`src/rtl/tick_gen_pkg.sv`:
```
// rtl/tick_gen_pkg.sv - shared state encoding, default period and period clamp for tick_gen
package tick_gen_pkg;

    typedef enum logic [1:0] {
        ST_IDLE  = 2'd0,
        ST_RUN   = 2'd1,
        ST_PAUSE = 2'd2
    } state_t;

    localparam int unsigned DEF_CLK_HZ  = 50_000_000;
    localparam int unsigned DEF_TICK_HZ = 10;
    localparam int unsigned DEF_PERIOD  = DEF_CLK_HZ / DEF_TICK_HZ;

    // Reset-time period in clocks for a given clock/strobe rate pair.
    function automatic int unsigned default_period(input int unsigned clk_hz,
                                                   input int unsigned tick_hz);
        return clk_hz / tick_hz;
    endfunction

    // A period of zero clocks is meaningless; treat it as one clock.
    function automatic logic [31:0] clamp_period(input logic [31:0] p);
        return (p == 32'd0) ? 32'd1 : p;
    endfunction

endpackage

```
`src/rtl/tick_gen_if.sv`:
```
// rtl/tick_gen_if.sv - control/strobe bundle between tick_gen and its controller
// Signals: start, stop, clear, period_ld, period_in (controller -> tick_gen);
//          pulse, running, tick_cnt (tick_gen -> consumers).
// Optional macro TICK_GEN_BURST_EN adds burst_len (in) and done (out).
interface tick_gen_if #(
    parameter int CNT_W  = 26,
    parameter int TCNT_W = 8
);
    logic              start;
    logic              stop;
    logic              clear;
    logic              period_ld;
    logic [CNT_W-1:0]  period_in;
    logic              pulse;
    logic              running;
    logic [TCNT_W-1:0] tick_cnt;
`ifdef TICK_GEN_BURST_EN
    logic [TCNT_W-1:0] burst_len;
    logic              done;

    modport master (
        output start, stop, clear, period_ld, period_in, burst_len,
        input  pulse, running, tick_cnt, done
    );
    modport slave (
        input  start, stop, clear, period_ld, period_in, burst_len,
        output pulse, running, tick_cnt, done
    );
`else
    modport master (
        output start, stop, clear, period_ld, period_in,
        input  pulse, running, tick_cnt
    );
    modport slave (
        input  start, stop, clear, period_ld, period_in,
        output pulse, running, tick_cnt
    );
`endif
endinterface

```
`src/rtl/tick_gen_prescaler.sv`:
```
// rtl/tick_gen_prescaler.sv - period counter with pending-period register and wrap detect
// Ports: i_clk, i_rst (async active-low), i_count_en (advance this clock),
//        i_cnt_clr (force count to zero), i_apply_idle (controller idle, pending
//        period may be applied), i_period_ld/i_period_in (load pending period),
//        o_wrap (terminal count reached on an advancing clock).
module tick_prescaler
    import tick_gen_pkg::*;
#(
    parameter int               CNT_W      = 26,
    parameter logic [CNT_W-1:0] RST_PERIOD = CNT_W'(DEF_PERIOD)
) (
    input  logic             i_clk,
    input  logic             i_rst,
    input  logic             i_count_en,
    input  logic             i_cnt_clr,
    input  logic             i_apply_idle,
    input  logic             i_period_ld,
    input  logic [CNT_W-1:0] i_period_in,
    output logic             o_wrap
);

    logic [CNT_W-1:0] r_cnt;
    logic [CNT_W-1:0] r_period_q;
    logic [CNT_W-1:0] r_pend_q;
    logic             r_pend_v;

    logic             w_term;
    logic             w_apply;
    logic [CNT_W-1:0] w_ld_val;

    assign w_term   = (r_cnt == (r_period_q - CNT_W'(1)));
    assign o_wrap   = i_count_en && w_term;
    // Pending period only takes effect at a period boundary or while idle,
    // so the running count can never overshoot the active period.
    assign w_apply  = r_pend_v && (o_wrap || i_apply_idle);
    assign w_ld_val = CNT_W'(clamp_period(32'(i_period_in)));

    always_ff @(posedge i_clk or negedge i_rst) begin
        if (!i_rst) begin
            r_cnt      <= '0;
            r_period_q <= RST_PERIOD;
            r_pend_q   <= RST_PERIOD;
            r_pend_v   <= 1'b0;
        end else begin
            if (i_cnt_clr || o_wrap) begin
                r_cnt <= '0;
            end else if (i_count_en) begin
                r_cnt <= r_cnt + CNT_W'(1);
            end

            // Apply uses the old pending value; a same-cycle load becomes the next pending one.
            if (w_apply) begin
                r_period_q <= r_pend_q;
            end
            if (i_period_ld) begin
                r_pend_q <= w_ld_val;
                r_pend_v <= 1'b1;
            end else if (w_apply) begin
                r_pend_v <= 1'b0;
            end
        end
    end

endmodule

```
`src/rtl/tick_gen.sv`:
```
// rtl/tick_gen.sv - programmable-period one-clock strobe generator with start/pause/resume/clear
// Ports: i_clk (rising edge), i_rst (async active-low), bus (tick_gen_if.slave:
//        start, stop, clear, period_ld, period_in in; pulse, running, tick_cnt out).
// Optional macro TICK_GEN_BURST_EN: burst_len in, done out; stops after burst_len pulses.
module tick_gen
    import tick_gen_pkg::*;
#(
    parameter int unsigned CLK_HZ  = DEF_CLK_HZ,
    parameter int unsigned TICK_HZ = DEF_TICK_HZ,
    parameter int          CNT_W   = 26,
    parameter int          TCNT_W  = 8
) (
    input  logic       i_clk,
    input  logic       i_rst,
    tick_gen_if.slave  bus
);

    localparam logic [CNT_W-1:0] RST_PERIOD = CNT_W'(default_period(CLK_HZ, TICK_HZ));

    state_t            r_state;
    state_t            w_next;
    logic              w_idle;
    logic              w_count_en;
    logic              w_wrap;
    logic              w_final;
    logic              r_pulse;
    logic              r_running;
    logic [TCNT_W-1:0] r_tick_cnt;

    assign w_idle     = (r_state == ST_IDLE);
    // stop and clear both win over the count, so a terminal-count cycle with either emits nothing.
    assign w_count_en = (r_state == ST_RUN) && !bus.stop && !bus.clear;

    tick_prescaler #(
        .CNT_W      (CNT_W),
        .RST_PERIOD (RST_PERIOD)
    ) u_prescaler (
        .i_clk        (i_clk),
        .i_rst        (i_rst),
        .i_count_en   (w_count_en),
        .i_cnt_clr    (bus.clear || w_idle),
        .i_apply_idle (w_idle),
        .i_period_ld  (bus.period_ld),
        .i_period_in  (bus.period_in),
        .o_wrap       (w_wrap)
    );

`ifdef TICK_GEN_BURST_EN
    logic [TCNT_W-1:0] r_blen;
    logic [TCNT_W-1:0] r_bcnt;
    logic              r_done;

    // Final pulse of a burst: r_bcnt counts pulses already emitted in this burst.
    assign w_final = w_wrap && (r_blen != '0) && (r_bcnt == (r_blen - TCNT_W'(1)));

    always_ff @(posedge i_clk or negedge i_rst) begin
        if (!i_rst) begin
            r_blen <= '0;
            r_bcnt <= '0;
            r_done <= 1'b0;
        end else begin
            r_done <= w_final;
            if (w_idle && (w_next == ST_RUN)) begin
                r_blen <= bus.burst_len;
                r_bcnt <= '0;
            end else if (w_wrap) begin
                r_bcnt <= r_bcnt + TCNT_W'(1);
            end
        end
    end

    assign bus.done = r_done;
`else
    assign w_final = 1'b0;
`endif

    always_ff @(posedge i_clk or negedge i_rst) begin
        if (!i_rst) begin
            r_state <= ST_IDLE;
        end else begin
            r_state <= w_next;
        end
    end

    always_comb begin
        w_next = r_state;
        case (r_state)
            ST_IDLE: begin
                if (bus.start) begin
                    w_next = ST_RUN;
                end
            end
            ST_RUN: begin
                if (bus.stop) begin
                    w_next = ST_PAUSE;
                end else if (w_final) begin
                    w_next = ST_IDLE;
                end
            end
            ST_PAUSE: begin
                if (!bus.stop && bus.start) begin
                    w_next = ST_RUN;
                end
            end
            default: begin
                w_next = ST_IDLE;
            end
        endcase
        if (bus.clear) begin
            w_next = ST_IDLE;
        end
    end

    always_ff @(posedge i_clk or negedge i_rst) begin
        if (!i_rst) begin
            r_pulse    <= 1'b0;
            r_running  <= 1'b0;
            r_tick_cnt <= '0;
        end else begin
            r_pulse   <= w_wrap;
            r_running <= (w_next == ST_RUN);
            if (bus.clear) begin
                r_tick_cnt <= '0;
            end else if (w_wrap) begin
                r_tick_cnt <= r_tick_cnt + TCNT_W'(1);
            end
        end
    end

    assign bus.pulse    = r_pulse;
    assign bus.running  = r_running;
    assign bus.tick_cnt = r_tick_cnt;

endmodule

```
`src/flat_wrapper.sv`:
```
// flat-port wrapper written by rule: the top's interface ports become plain ports
module tick_gen_flat import tick_gen_pkg::*;
#(
    parameter int unsigned CLK_HZ  = DEF_CLK_HZ,
    parameter int unsigned TICK_HZ = DEF_TICK_HZ,
    parameter int          CNT_W   = 26,
    parameter int          TCNT_W  = 8
)
  (i_clk, i_rst, bus_start, bus_stop, bus_clear, bus_period_ld, bus_period_in, bus_pulse, bus_running, bus_tick_cnt);
  tick_gen_if #(.CNT_W(CNT_W), .TCNT_W(TCNT_W)) bus_i ();
  input  logic i_clk;
  input  logic i_rst;
  input wire logic [$bits(bus_i.start)-1:0] bus_start;
  input wire logic [$bits(bus_i.stop)-1:0] bus_stop;
  input wire logic [$bits(bus_i.clear)-1:0] bus_clear;
  input wire logic [$bits(bus_i.period_ld)-1:0] bus_period_ld;
  input wire logic [$bits(bus_i.period_in)-1:0] bus_period_in;
  output wire logic [$bits(bus_i.pulse)-1:0] bus_pulse;
  output wire logic [$bits(bus_i.running)-1:0] bus_running;
  output wire logic [$bits(bus_i.tick_cnt)-1:0] bus_tick_cnt;
  assign bus_i.start = bus_start;
  assign bus_i.stop = bus_stop;
  assign bus_i.clear = bus_clear;
  assign bus_i.period_ld = bus_period_ld;
  assign bus_i.period_in = bus_period_in;
  assign bus_pulse = bus_i.pulse;
  assign bus_running = bus_i.running;
  assign bus_tick_cnt = bus_i.tick_cnt;
  tick_gen #(.CLK_HZ(CLK_HZ), .TICK_HZ(TICK_HZ), .CNT_W(CNT_W), .TCNT_W(TCNT_W)) u_core (.i_clk(i_clk), .i_rst(i_rst), .bus(bus_i));
endmodule
```
`config.mk`:
```
export PLATFORM = sky130hd
export DESIGN_NAME = tick_gen_flat
export DESIGN_NICKNAME = d
export VERILOG_FILES = /design/src/rtl/tick_gen_pkg.sv /design/src/rtl/tick_gen_if.sv /design/src/rtl/tick_gen_prescaler.sv /design/src/rtl/tick_gen.sv /design/src/flat_wrapper.sv
export SDC_FILE = /design/constraint.sdc
export NUM_CORES = 1
export LEC_CHECK = 0
export ABC_AREA = 1
export BUFFER_PORTS_ARGS = -buffer_cell sky130_fd_sc_hd__clkbuf_2
export CAP_MARGIN = 20
export CORE_UTILIZATION = 50
export DETAILED_ROUTE_END_ITERATION = 8
export GPL_ROUTABILITY_DRIVEN = 1
export PLACE_DENSITY = 0.68
export SLEW_MARGIN = 20
export SYNTH_ARGS = -nofsm -noshare
export SYNTH_HDL_FRONTEND = slang
export SYNTH_SLANG_ARGS = --single-unit
```
`constraint.sdc`:
```
create_clock -name i_clk -period 3.2 [get_ports i_clk]
set_clock_uncertainty 0.05 [all_clocks]
set_input_delay 0.32 -clock i_clk [delete_from_list [all_inputs] [get_ports i_clk]]
set_output_delay 0.32 -clock i_clk [all_outputs]
set_load 0.01 [all_outputs]
```
* After elaboration in Yosys (flattened, before gate mapping)
Index checks and enable logic that the tools add are counted.
Word-level totals: register bits 91, input port bits 32, word-level logic and storage cells 42
Cells by class: add/subtract/negate cells 3, equal/unequal tests 4, mux-type cells 12, reductions and logical operators 15
Operators with widths (number):
- 26-bit 2-to-1 mux | 3
- 26-bit by 1-bit adder with 26-bit output, second input constant | 1
- 26-bit == test | 1
- 26-bit logical NOT | 1
- 26-bit by 1-bit subtractor with 26-bit output, second input constant | 1
- 8-bit 2-to-1 mux | 2
- 8-bit by 1-bit adder with 8-bit output, second input constant | 1
- 2-bit 2-to-1 mux | 4
- 2-bit case mux with 3 select lines | 1
- 2-bit nonzero test | 3
- 1-bit logical AND | 5
- 2-bit by 1-bit == test with 1-bit output, second input constant | 2
- 1-bit logical OR | 3
- 2-bit == test, second input constant | 1
- 1-bit logical NOT | 2
- 2-bit logical NOT | 1
- 1-bit 2-to-1 mux | 2

* Logic depth before layout (Yosys ltp)
Gate-level depths: netlist (run 1).
depth in word-level cells 8, gate-level depth with buffers 20, gate-level depth less buffers 19

* Modules after synthesis
A second synthesis (run 1) with hierarchy kept.
Second synthesis, totals: cell total of the unflattened synthesis 726, area, all modules 5270.1 µm²
Modules (own cells, without submodules):
- tick_prescaler | instances 1, cells an instance 656, area an instance 4688.2 µm², seq. area each 1996.9 µm²
- tick_gen | instances 1, cells an instance 70, area an instance 581.8 µm², seq. area each 300.3 µm²

* Worst setup path before layout (run 1)
OpenSTA, ideal clock, no wires.
path kind register to register, start register u_core.u_prescaler.r_period_q[0], end register u_core.u_prescaler.r_period_q[20], library setup time 0.117 ns, arrival 2.131 ns, data required time 3.033 ns, slack 0.902 ns, cell stages (with the launch flop) 18, buffers on the path 2, period minus slack after synthesis 2.298 ns, path through dfrtp_1 -> inv_1 -> ha_1 -> nand2_2 -> nor2_4 -> buf_6 -> nand2_1 -> xor2_1 -> nand2_1 -> nor2_1 -> nand2_1 -> nor2_2 -> nand2_2 -> nand2_4 -> nand2_4 -> buf_6 -> nand2_1 -> nand2_1
On the way: cells in the longest elaborated chain, start to end 5
RTL lines:
- start: declaration | RTL line tick_gen_prescaler.sv:23 | logic [CNT_W-1:0] r_period_q;
- start signal: assignment | RTL line tick_gen_prescaler.sv:53 | r_period_q <= r_pend_q;
- 26-bit by 1-bit subtractor with 26-bit output | RTL line tick_gen_prescaler.sv:31 | assign w_term = (r_cnt == (r_period_q - CNT_W'(1)));
- 26-bit == test | RTL line tick_gen_prescaler.sv:31
- 1-bit logical AND | RTL line tick_gen_prescaler.sv:32 | assign o_wrap = i_count_en && w_term;
- 1-bit logical OR | RTL line tick_gen_prescaler.sv:35 | assign w_apply = r_pend_v && (o_wrap || i_apply_idle);
- 1-bit logical AND | RTL line tick_gen_prescaler.sv:35
Every way passes these cells. A chain may end at the register's enable or synchronous reset.

* Final worst setup path (run 1)
start register u_core.u_prescaler.r_period_q[10], end register u_core.u_prescaler.r_cnt[1]
On the way: cells in the longest elaborated chain, start to end 5, elaborated cells on any way between the ends 6, classes of those cells add/sub (1); eq/ne (1); mux (1); reduce/logical (3)
RTL lines:
- 26-bit by 1-bit subtractor with 26-bit output * | RTL line tick_gen_prescaler.sv:31
- 26-bit == test * | RTL line tick_gen_prescaler.sv:31
- 1-bit logical AND * | RTL line tick_gen_prescaler.sv:32
- 1-bit logical OR * | RTL line tick_gen_prescaler.sv:45 | if (i_cnt_clr || o_wrap) begin
- 26-bit 2-to-1 mux / 2-bit nonzero test (equally long branches)
- end signal: assignment | RTL line tick_gen_prescaler.sv:48 | r_cnt <= r_cnt + CNT_W'(1);
- end: declaration | RTL line tick_gen_prescaler.sv:22 | logic [CNT_W-1:0] r_cnt;
Mark *: on every way between the ends. The rest lies on a longest branch, timed or not.

==> results.toml, run 1 <==
[routing]
routed-via-count = 4813
viasPerCell = 5.19
postRouteWirelength_um = 12200
drc_violations_left = 0
detailedRoute.firstIterationViolations = 309
route.detailed.wl_per_inst_um = 13.2
drt_first_pass_iters = 5
drt.antenna.violating_nets = 0

[clock_network]
cts_root_buffer = "sky130_fd_sc_hd__clkbuf_8"
cts_buffers = 9
ctsHtreeMaxLevel = 3
clk_path_buf_depth = 2
tritoncts_num_sinks = 91
clock_transition_time_at_the_flip_flop_clock_pins_of_the_worst_setup_and_hold_paths_ns = 0.09
tritoncts = "yes"
post-cts-setup-buffer-count = 0
clock_latency_ns = 0.37

[placement]
dpl.hpwl_um = 9510
weighted_congestion_reported_at_the_end_of_routability_driven_placement = 1.00
post_place_worst_slack_ns = 0.442
port-buffer-count = 41

[synth]
syn-cell-area_um2 = 5380
syn-instance-count = 744
synth.lib_cells_used.distinct = 31
postSynthAreaPerCell_um2 = 7.23
yosysSeqAreaShare = 0.427
ys.warnings.count = 0
mappedNetlistNets = 779
yosys_register_bits = 91

[critical_path]
worstPathMaxFanout = 25
crit_path_dat_ns = 2.96
critical-path-top-cell-by-count = "sky130_fd_sc_hd__nor2_1"
critPathCaptureType = "register"
cp-start-kind = "register"
timing.critical_path.required_ns = 3.43
cp_slowest_stage_delay_ns = 0.43
reg2regPathDepth = 11
critical_path.cell_chain = "nor2_1 -> nand2_1 -> nor2_1 -> nand2_2 -> nor2_1 -> xnor3_1 -> nand2_1 -> nor2_2 -> nand2_2 -> nand3_2 -> a21oi_1"
crit_slowest_cell = "sky130_fd_sc_hd__nand3_2"
path_class = "reg2reg"

[finish]
growth_of_design_area_from_synthesis_to_finish_pct = 10.1
num_antenna_cells = 0
regArea_um2 = 2300
number_of_nets_at_the_end_of_the_flow = 821
fill_cell_count = 1025
layout-drive-gt1-share = 0.119
layout.core_utilization = 0.571
multi_input_area_um2 = 2770

[die]
pin_count = 42
initial_utilization = 0.519
total_die_area_um2 = 11200
core.rowCount = 37
height_of_the_die_um = 106
core_area_um2 = 10400
die-width_um = 106

[job]
max-cap-violations = 0

[sta]
post-route-worst-setup-slack_ns = 0.466
worst_pin_slew_ns = 0.722
slew-limit-headroom = 0.519
setup_violations = 0
max_clock_freq_mhz = 366
timing_hold_violations_final = 0
grt_setup_unrepaired = "false"
drv_slew = 0
final_sum_of_negative_setup_slack_ns = 0
layout_worst_path_cycle_share = 0.854
timing.final.crit_period_ns = 2.73

[status]
outcome = "completed"

[global_route]
grt_antenna_before_repair = 0
gr-usage-all-layers = 0.241
largest_net_degree_at_the_start_of_global_routing = 59
grt_pass1_vias = 4566
grt_remaining_overflow = 0
grt_first_pass_wirelength_um = 21400

[power]
total_power_uw = 2970
irDropWorstVdd_mv = 0.258
p_per_area_nw_per_um2 = 501
leakage_uw = 0.00298

[worst_hold_path]
hold_depth = 3
timing.hold.worst.class = "in2reg"
## layout make-up
class / instances / area share
well taps: 136 / 0.0287
clock inverters: 3 / 0.00803
inverters: 55 / 0.0349
multi-input cells: 580 / 0.468
flip-flops and latches: 91 / 0.388
repair buffers: 49 / 0.0456
clock buffers: 13 / 0.0268
## power by group
group | internal (uW) | leakage (uW) | switching [uW]
logic | 255 | 0.00172 | 476
registers | 1280 | 0.00115 | 139
clock network | 409 | 0.000104 | 410
## metal layers
layer | global-route usage | wire length [um] | vias up
li1 | - | - | 2426
met1 | 0.341 | 6050 | 2249
met2 | 0.380 | 5410 | 126
met3 | 0.0359 | 616 | 12
met4 | 0.0794 | 163 | 0
met5 | 0 | 0 | -
## what timing repair did
action,CTS,global route
setup endpoints to repair,0,0
hold buffers,1,0
hold endpoints to repair,45,0
resized for setup,0,0
## metrics by stage
stage          instances  hold WS, ns  cell area, um^2
2_1_floorplan        744      -0.0256             5380
4_1_cts              927       0.0666             5920
6_report             927       0.0783             5920
3_5_place_dp         910        0.376             5710
3_3_place_gp         910        0.379             5710
5_1_grt              927       0.0791             5920
## worst paths after layout
| kind | from | end | slack [ns] |
|---|---|---|---|
| setup / recovery | u_core.u_prescaler.r_period_q[10] | u_core.u_prescaler.r_cnt[1] | 0.47 |
| hold / removal | bus_period_in[14] | u_core.u_prescaler.r_pend_q[14] | 0.08 |
| setup reg to reg | u_core.u_prescaler.r_period_q[10] | u_core.u_prescaler.r_cnt[1] | 0.47 |
| hold reg to reg | u_core.u_prescaler.r_pend_q[19] | u_core.u_prescaler.r_pend_q[19] | 0.42 |
| max in group asynchronous | i_rst | u_core.u_prescaler.r_pend_q[8] | 1.83 |
| min in group asynchronous | i_rst | u_core.u_prescaler.r_cnt[10] | 0.48 |
## synth_stat cells
| cell | n | area [um^2] |
|---|---|---|
| sky130_fd_sc_hd__xnor2_1 | 11 | 96.3 |
| sky130_fd_sc_hd__and2_1 | 1 | 6.26 |
| sky130_fd_sc_hd__o31ai_1 | 1 | 7.51 |
| sky130_fd_sc_hd__clkbuf_1 | 10 | 37.5 |
| sky130_fd_sc_hd__dfrtp_1 | 75 | 1880 |
| sky130_fd_sc_hd__a21o_1 | 1 | 7.51 |
| sky130_fd_sc_hd__buf_4 | 2 | 15.0 |
| sky130_fd_sc_hd__nand3_1 | 67 | 335 |
| sky130_fd_sc_hd__nor2_1 | 101 | 379 |
| sky130_fd_sc_hd__o21bai_1 | 1 | 7.51 |
| sky130_fd_sc_hd__xnor3_1 | 1 | 22.5 |
| sky130_fd_sc_hd__nand4_1 | 19 | 119 |
| sky130_fd_sc_hd__ha_1 | 3 | 37.5 |
| sky130_fd_sc_hd__nand3b_1 | 4 | 30.0 |
| sky130_fd_sc_hd__buf_6 | 3 | 33.8 |
| sky130_fd_sc_hd__buf_2 | 3 | 15.0 |
| sky130_fd_sc_hd__dfstp_2 | 16 | 420 |
| sky130_fd_sc_hd__nand2_2 | 4 | 25.0 |
| sky130_fd_sc_hd__nand2_1 | 276 | 1040 |
| sky130_fd_sc_hd__clkinv_1 | 4 | 15.0 |
| sky130_fd_sc_hd__nor2_2 | 6 | 37.5 |
| sky130_fd_sc_hd__nor4_1 | 10 | 62.6 |
| sky130_fd_sc_hd__o21ai_0 | 7 | 35.0 |
| sky130_fd_sc_hd__xor2_1 | 41 | 359 |
| sky130_fd_sc_hd__and3_1 | 2 | 12.5 |
| sky130_fd_sc_hd__inv_1 | 51 | 191 |
| sky130_fd_sc_hd__nor3_1 | 11 | 55.1 |
| sky130_fd_sc_hd__a21oi_1 | 7 | 35.0 |
| sky130_fd_sc_hd__nor2_4 | 3 | 33.8 |
| sky130_fd_sc_hd__nand3_2 | 1 | 10.0 |
| sky130_fd_sc_hd__nand2_4 | 2 | 22.5 |
## registers in the layout, indices dropped and copies added (netlist names)
name                           count
u_core.u_prescaler.r_pend_q       26
u_core.u_prescaler.r_cnt          26
u_core.u_prescaler.r_period_q     26
u_core.bus.pulse                   1
u_core.u_prescaler.r_pend_v        1
u_core.bus.tick_cnt                8
u_core.bus.running                 1
u_core.r_state                     2
## cells in the final DEF (no fill, tap or decap), types with 4 or more instances in the layout
cell type	netlist	final
sky130_fd_sc_hd__a21oi_1	7	7
sky130_fd_sc_hd__buf_4	2	8
sky130_fd_sc_hd__clkbuf_2	0	40
sky130_fd_sc_hd__clkbuf_8	0	11
sky130_fd_sc_hd__clkinv_1	4	4
sky130_fd_sc_hd__dfrtp_1	75	75
sky130_fd_sc_hd__dfstp_2	16	16
sky130_fd_sc_hd__inv_1	51	51
sky130_fd_sc_hd__nand2_1	276	276
sky130_fd_sc_hd__nand2_2	4	4
sky130_fd_sc_hd__nand3_1	67	67
sky130_fd_sc_hd__nand3b_1	4	4
sky130_fd_sc_hd__nand4_1	19	19
sky130_fd_sc_hd__nor2_1	101	101
sky130_fd_sc_hd__nor2_2	6	6
sky130_fd_sc_hd__nor3_1	11	11
sky130_fd_sc_hd__nor4_1	10	10
sky130_fd_sc_hd__o21ai_0	7	7
sky130_fd_sc_hd__xnor2_1	11	11
sky130_fd_sc_hd__xor2_1	41	41
## kinds of logic (layout without fill, tap and decap cells)
| family | after synthesis | after routing | share of synthesized area |
|---|---|---|---|
| XOR/XNOR | 53 | 53 | 0.0889 |
| flip-flops | 91 | 91 | 0.427 |
| AO/OA/AOI/OAI | 17 | 17 | 0.0172 |
| AND/OR/NAND/NOR | 507 | 507 | 0.403 |
| adder cells (fa/ha/maj) | 3 | 3 | 0.00698 |
| buffers and inverters | 73 | 120 | 0.0572 |
## worst max-delay path, delay by kind of cell, from the launching register on
kind	cells	cell delay, ns
compound gates	1	0.30
xor+xnor	1	0.25
flops	1	0.42
simple gates	9	1.61
Power figures use the tool's default switching activity.
==> run 2: changes to the inputs <==
--- a/config.mk
+++ b/config.mk
@@ -5,7 +5,6 @@
 export SDC_FILE = /design/constraint.sdc
 export NUM_CORES = 1
 export LEC_CHECK = 0
-export ABC_AREA = 1
 export BUFFER_PORTS_ARGS = -buffer_cell sky130_fd_sc_hd__clkbuf_2
 export CAP_MARGIN = 20
 export CORE_UTILIZATION = 50
==> run 2 against run 1 <==
The flow now finishes with violations (design-rule violations, negative hold slack, negative setup slack). Clock-buffer cell count down 2. Wire length up 36%. Sequential cell count unchanged. Synthesized cell count down 11%. Global-route usage up 2.1 points. Clock power up 50%. Highest routed layer unchanged.
==> results.toml, run 2 <==
[status]
outcome = "finished with violations"
violations = "design-rule violations, negative hold slack, negative setup slack"

[synth]
most_instantiated_library_cell_after_synthesis = "sky130_fd_sc_hd__dfrtp_1"
synth_ff_type = "sky130_fd_sc_hd__dfrtp_1"
mappedNetlistNets = 697
library_cell_with_the_largest_summed_area_after_synthesis = "sky130_fd_sc_hd__dfrtp_1"
synth_commonest_cells = "sky130_fd_sc_hd__dfrtp_1, sky130_fd_sc_hd__nand2_1, sky130_fd_sc_hd__clkbuf_1"
ys_top_cells_by_area = "sky130_fd_sc_hd__dfrtp_1, sky130_fd_sc_hd__dfstp_2, sky130_fd_sc_hd__mux2_2, sky130_fd_sc_hd__xnor2_1, sky130_fd_sc_hd__xor2_1"
ys.warnings.count = 0
syn-cell-area_um2 = 5970
synth.lib_cells_used.distinct = 59
synth_top_area_frac = 0.315
syn-instance-count = 662
yosys_register_bits = 91
postSynthAreaPerCell_um2 = 9.01
synth_edf_count = 0
synthArstFlopShare = 1.00
yosysSeqAreaShare = 0.385

[critical_path]
reg2regPathDepth = 8
crit_path_dat_ns = 3.41
crit_slowest_cell = "sky130_fd_sc_hd__or4_4"
critical_path_depth = 8
critPathCapture = "u_core.bus.tick_cnt[1]"
path_class = "reg2reg"
worstReg2RegEnd = "u_core.bus.tick_cnt[1]"
critical-path-top-cell-by-count = "sky130_fd_sc_hd__or4_4"
cp_slowest_stage_delay_ns = 0.61
r2r_slack_ns = -0.03
reg2reg_start = "u_core.u_prescaler.r_period_q[0]"
worstPathMaxFanout = 6
cp-start-kind = "register"
timing.critical_path.buf_inv = 1
timing.critical_path.required_ns = 3.39
critPathCaptureType = "register"
critPathTopFamily = "simple AND/OR/NAND/NOR gates"
cp-startpoint = "u_core.u_prescaler.r_period_q[0]"
critical_path.cell_chain = "or4_4 -> or4_4 -> nor2_4 -> or4b_4 -> and2_4 -> nor4_4 -> buf_4 -> mux2_4"

[global_route]
gr-usage-all-layers = 0.262
largest_net_degree_at_the_start_of_global_routing = 89
grt_first_pass_wirelength_um = 26100
grt_antenna_before_repair = 0
grt_remaining_overflow = 0
grt_pass1_vias = 5272

[sta]
max_clock_freq_mhz = 310
layout_worst_path_cycle_share = 1.01
worst_pin_slew_ns = 0.951
hold-worst-slack_ns = -0.0101
grt_setup_unrepaired = "true"
post-route-worst-setup-slack_ns = -0.0280
final_sum_of_negative_setup_slack_ns = -0.105
timing_hold_violations_final = 10
slew-limit-headroom = 0.366
drv_slew = 0
timing.final.crit_period_ns = 3.23
setup_violations = 9

[die]
core.rowCount = 39
initial_utilization = 0.518
total_die_area_um2 = 12400
die-width_um = 111
core_area_um2 = 11500
pin_count = 42
height_of_the_die_um = 111

[finish]
largest_registers = "u_core.u_prescaler.r_cnt: 26 flops, u_core.u_prescaler.r_pend_q: 26 flops, u_core.u_prescaler.r_period_q: 26 flops"
layout-drive-gt1-share = 0.346
num_antenna_cells = 0
number_of_nets_at_the_end_of_the_flow = 771
growth_of_design_area_from_synthesis_to_finish_pct = 29.7
layout.cells.most_common = "sky130_fd_sc_hd__dfrtp_1"
layout.core_utilization = 0.672
most-common-layout-cells = "sky130_fd_sc_hd__dfrtp_1, sky130_fd_sc_hd__buf_4, sky130_fd_sc_hd__nand2_1"
fill_cell_count = 905

[routing]
drt.antenna.violating_nets = 0
routed-via-count = 5558
drt_first_pass_iters = 8
postRouteWirelength_um = 16700
drc_violations_left = 2
viasPerCell = 6.29
detailedRoute.firstIterationViolations = 414
route.detailed.wl_per_inst_um = 18.9

[clock_network]
clock_latency_ns = 0.35
tritoncts_num_sinks = 91
cts_buffers = 9
clk_path_buf_depth = 2
clock_transition_time_at_the_flip_flop_clock_pins_of_the_worst_setup_and_hold_paths_ns = 0.07
tritoncts = "yes"
cts_root_buffer = "sky130_fd_sc_hd__clkbuf_16"
ctsHtreeMaxLevel = 3

[placement]
post_place_worst_slack_ns = -0.149
dpl.hpwl_um = 10700
port-buffer-count = 41
weighted_congestion_reported_at_the_end_of_routability_driven_placement = 0.936

[power]
irDropWorstVdd_mv = 0.392
total_power_uw = 4310
p_per_area_nw_per_um2 = 557
leakage_uw = 0.00309

[job]
max-cap-violations = 0

[worst_hold_path]
timing.hold.worst.class = "in2async"
run 2: layer usage:
metal	track usage	up-vias	share of wire	routed length, um
li1	-	2600	-	-
met1	0.355	2744	0.44	7270
met2	0.427	182	0.49	8160
met3	0.0328	32	0.050	842
met4	0.105	0	0.026	442
met5	0	-	0	0
run 2: what timing repair did:
item,CTS,global route
cloned,1,5
gates resized for setup,8,107
pin swaps,2,13
setup buffers,5,8
hold buffers,0,0
setup endpoints to repair,57,60
run 2: how the worst min path moves through the flow:
stage | depth (start not counted) | end | slack [ns] | startpoint
3_3_place_gp | 1 | u_core.u_prescaler.r_pend_q[4] | 0.44 | u_core.u_prescaler.r_pend_q[4]
5_1_grt | 1 | u_core.u_prescaler.r_cnt[7] | 0.06 | i_rst
6_report | 1 | u_core.u_prescaler.r_cnt[7] | -0.01 | i_rst
4_1_cts | 2 | u_core.u_prescaler.r_pend_q[22] | 0.16 | bus_period_in[22]
3_5_place_dp | 1 | u_core.u_prescaler.r_pend_q[20] | 0.45 | u_core.u_prescaler.r_pend_q[20]
2_1_floorplan | 0 | u_core.bus.pulse | -0.03 | i_rst
run 2: area by class of cell:
type                            count  area, um^2  area share
Clock inverter                      4        98.8      0.0128
Multi-Input combinational cell    487        3870       0.500
Sequential cell                    91        2300       0.297
Tap cell                          143         179      0.0231
Clock buffer                       11         243      0.0314
Timing Repair Buffer              117         937       0.121
Inverter                           30         113      0.0145
run 2: cells by family after synthesis:
group / share of synthesized area
AND/OR/NAND/NOR: 0.241
multiplexers: 0.0631
buffers and inverters: 0.0564
AO/OA/AOI/OAI: 0.161
flip-flops: 0.385
XOR/XNOR: 0.0866
adder cells (fa/ha/maj): 0.00629
run 2: report_power, final:
group	switching [uW]	internal (uW)	total [uW]
sequential	156	1330	1490
clock	452	782	1230
combinational	898	696	1590
total	1510	2810	4310
run 2: metrics by stage:
| step | instances | hold slack, ns | area (um^2) |
|---|---|---|---|
| 2_1_floorplan | 662 | -0.0256 | 6070 |
| 3_3_place_gp | 849 | 0.444 | 6660 |
| 3_5_place_dp | 849 | 0.448 | 6660 |
| 4_1_cts | 870 | 0.160 | 7060 |
| 5_1_grt | 883 | 0.0611 | 7740 |
| 6_report | 883 | -0.0101 | 7740 |
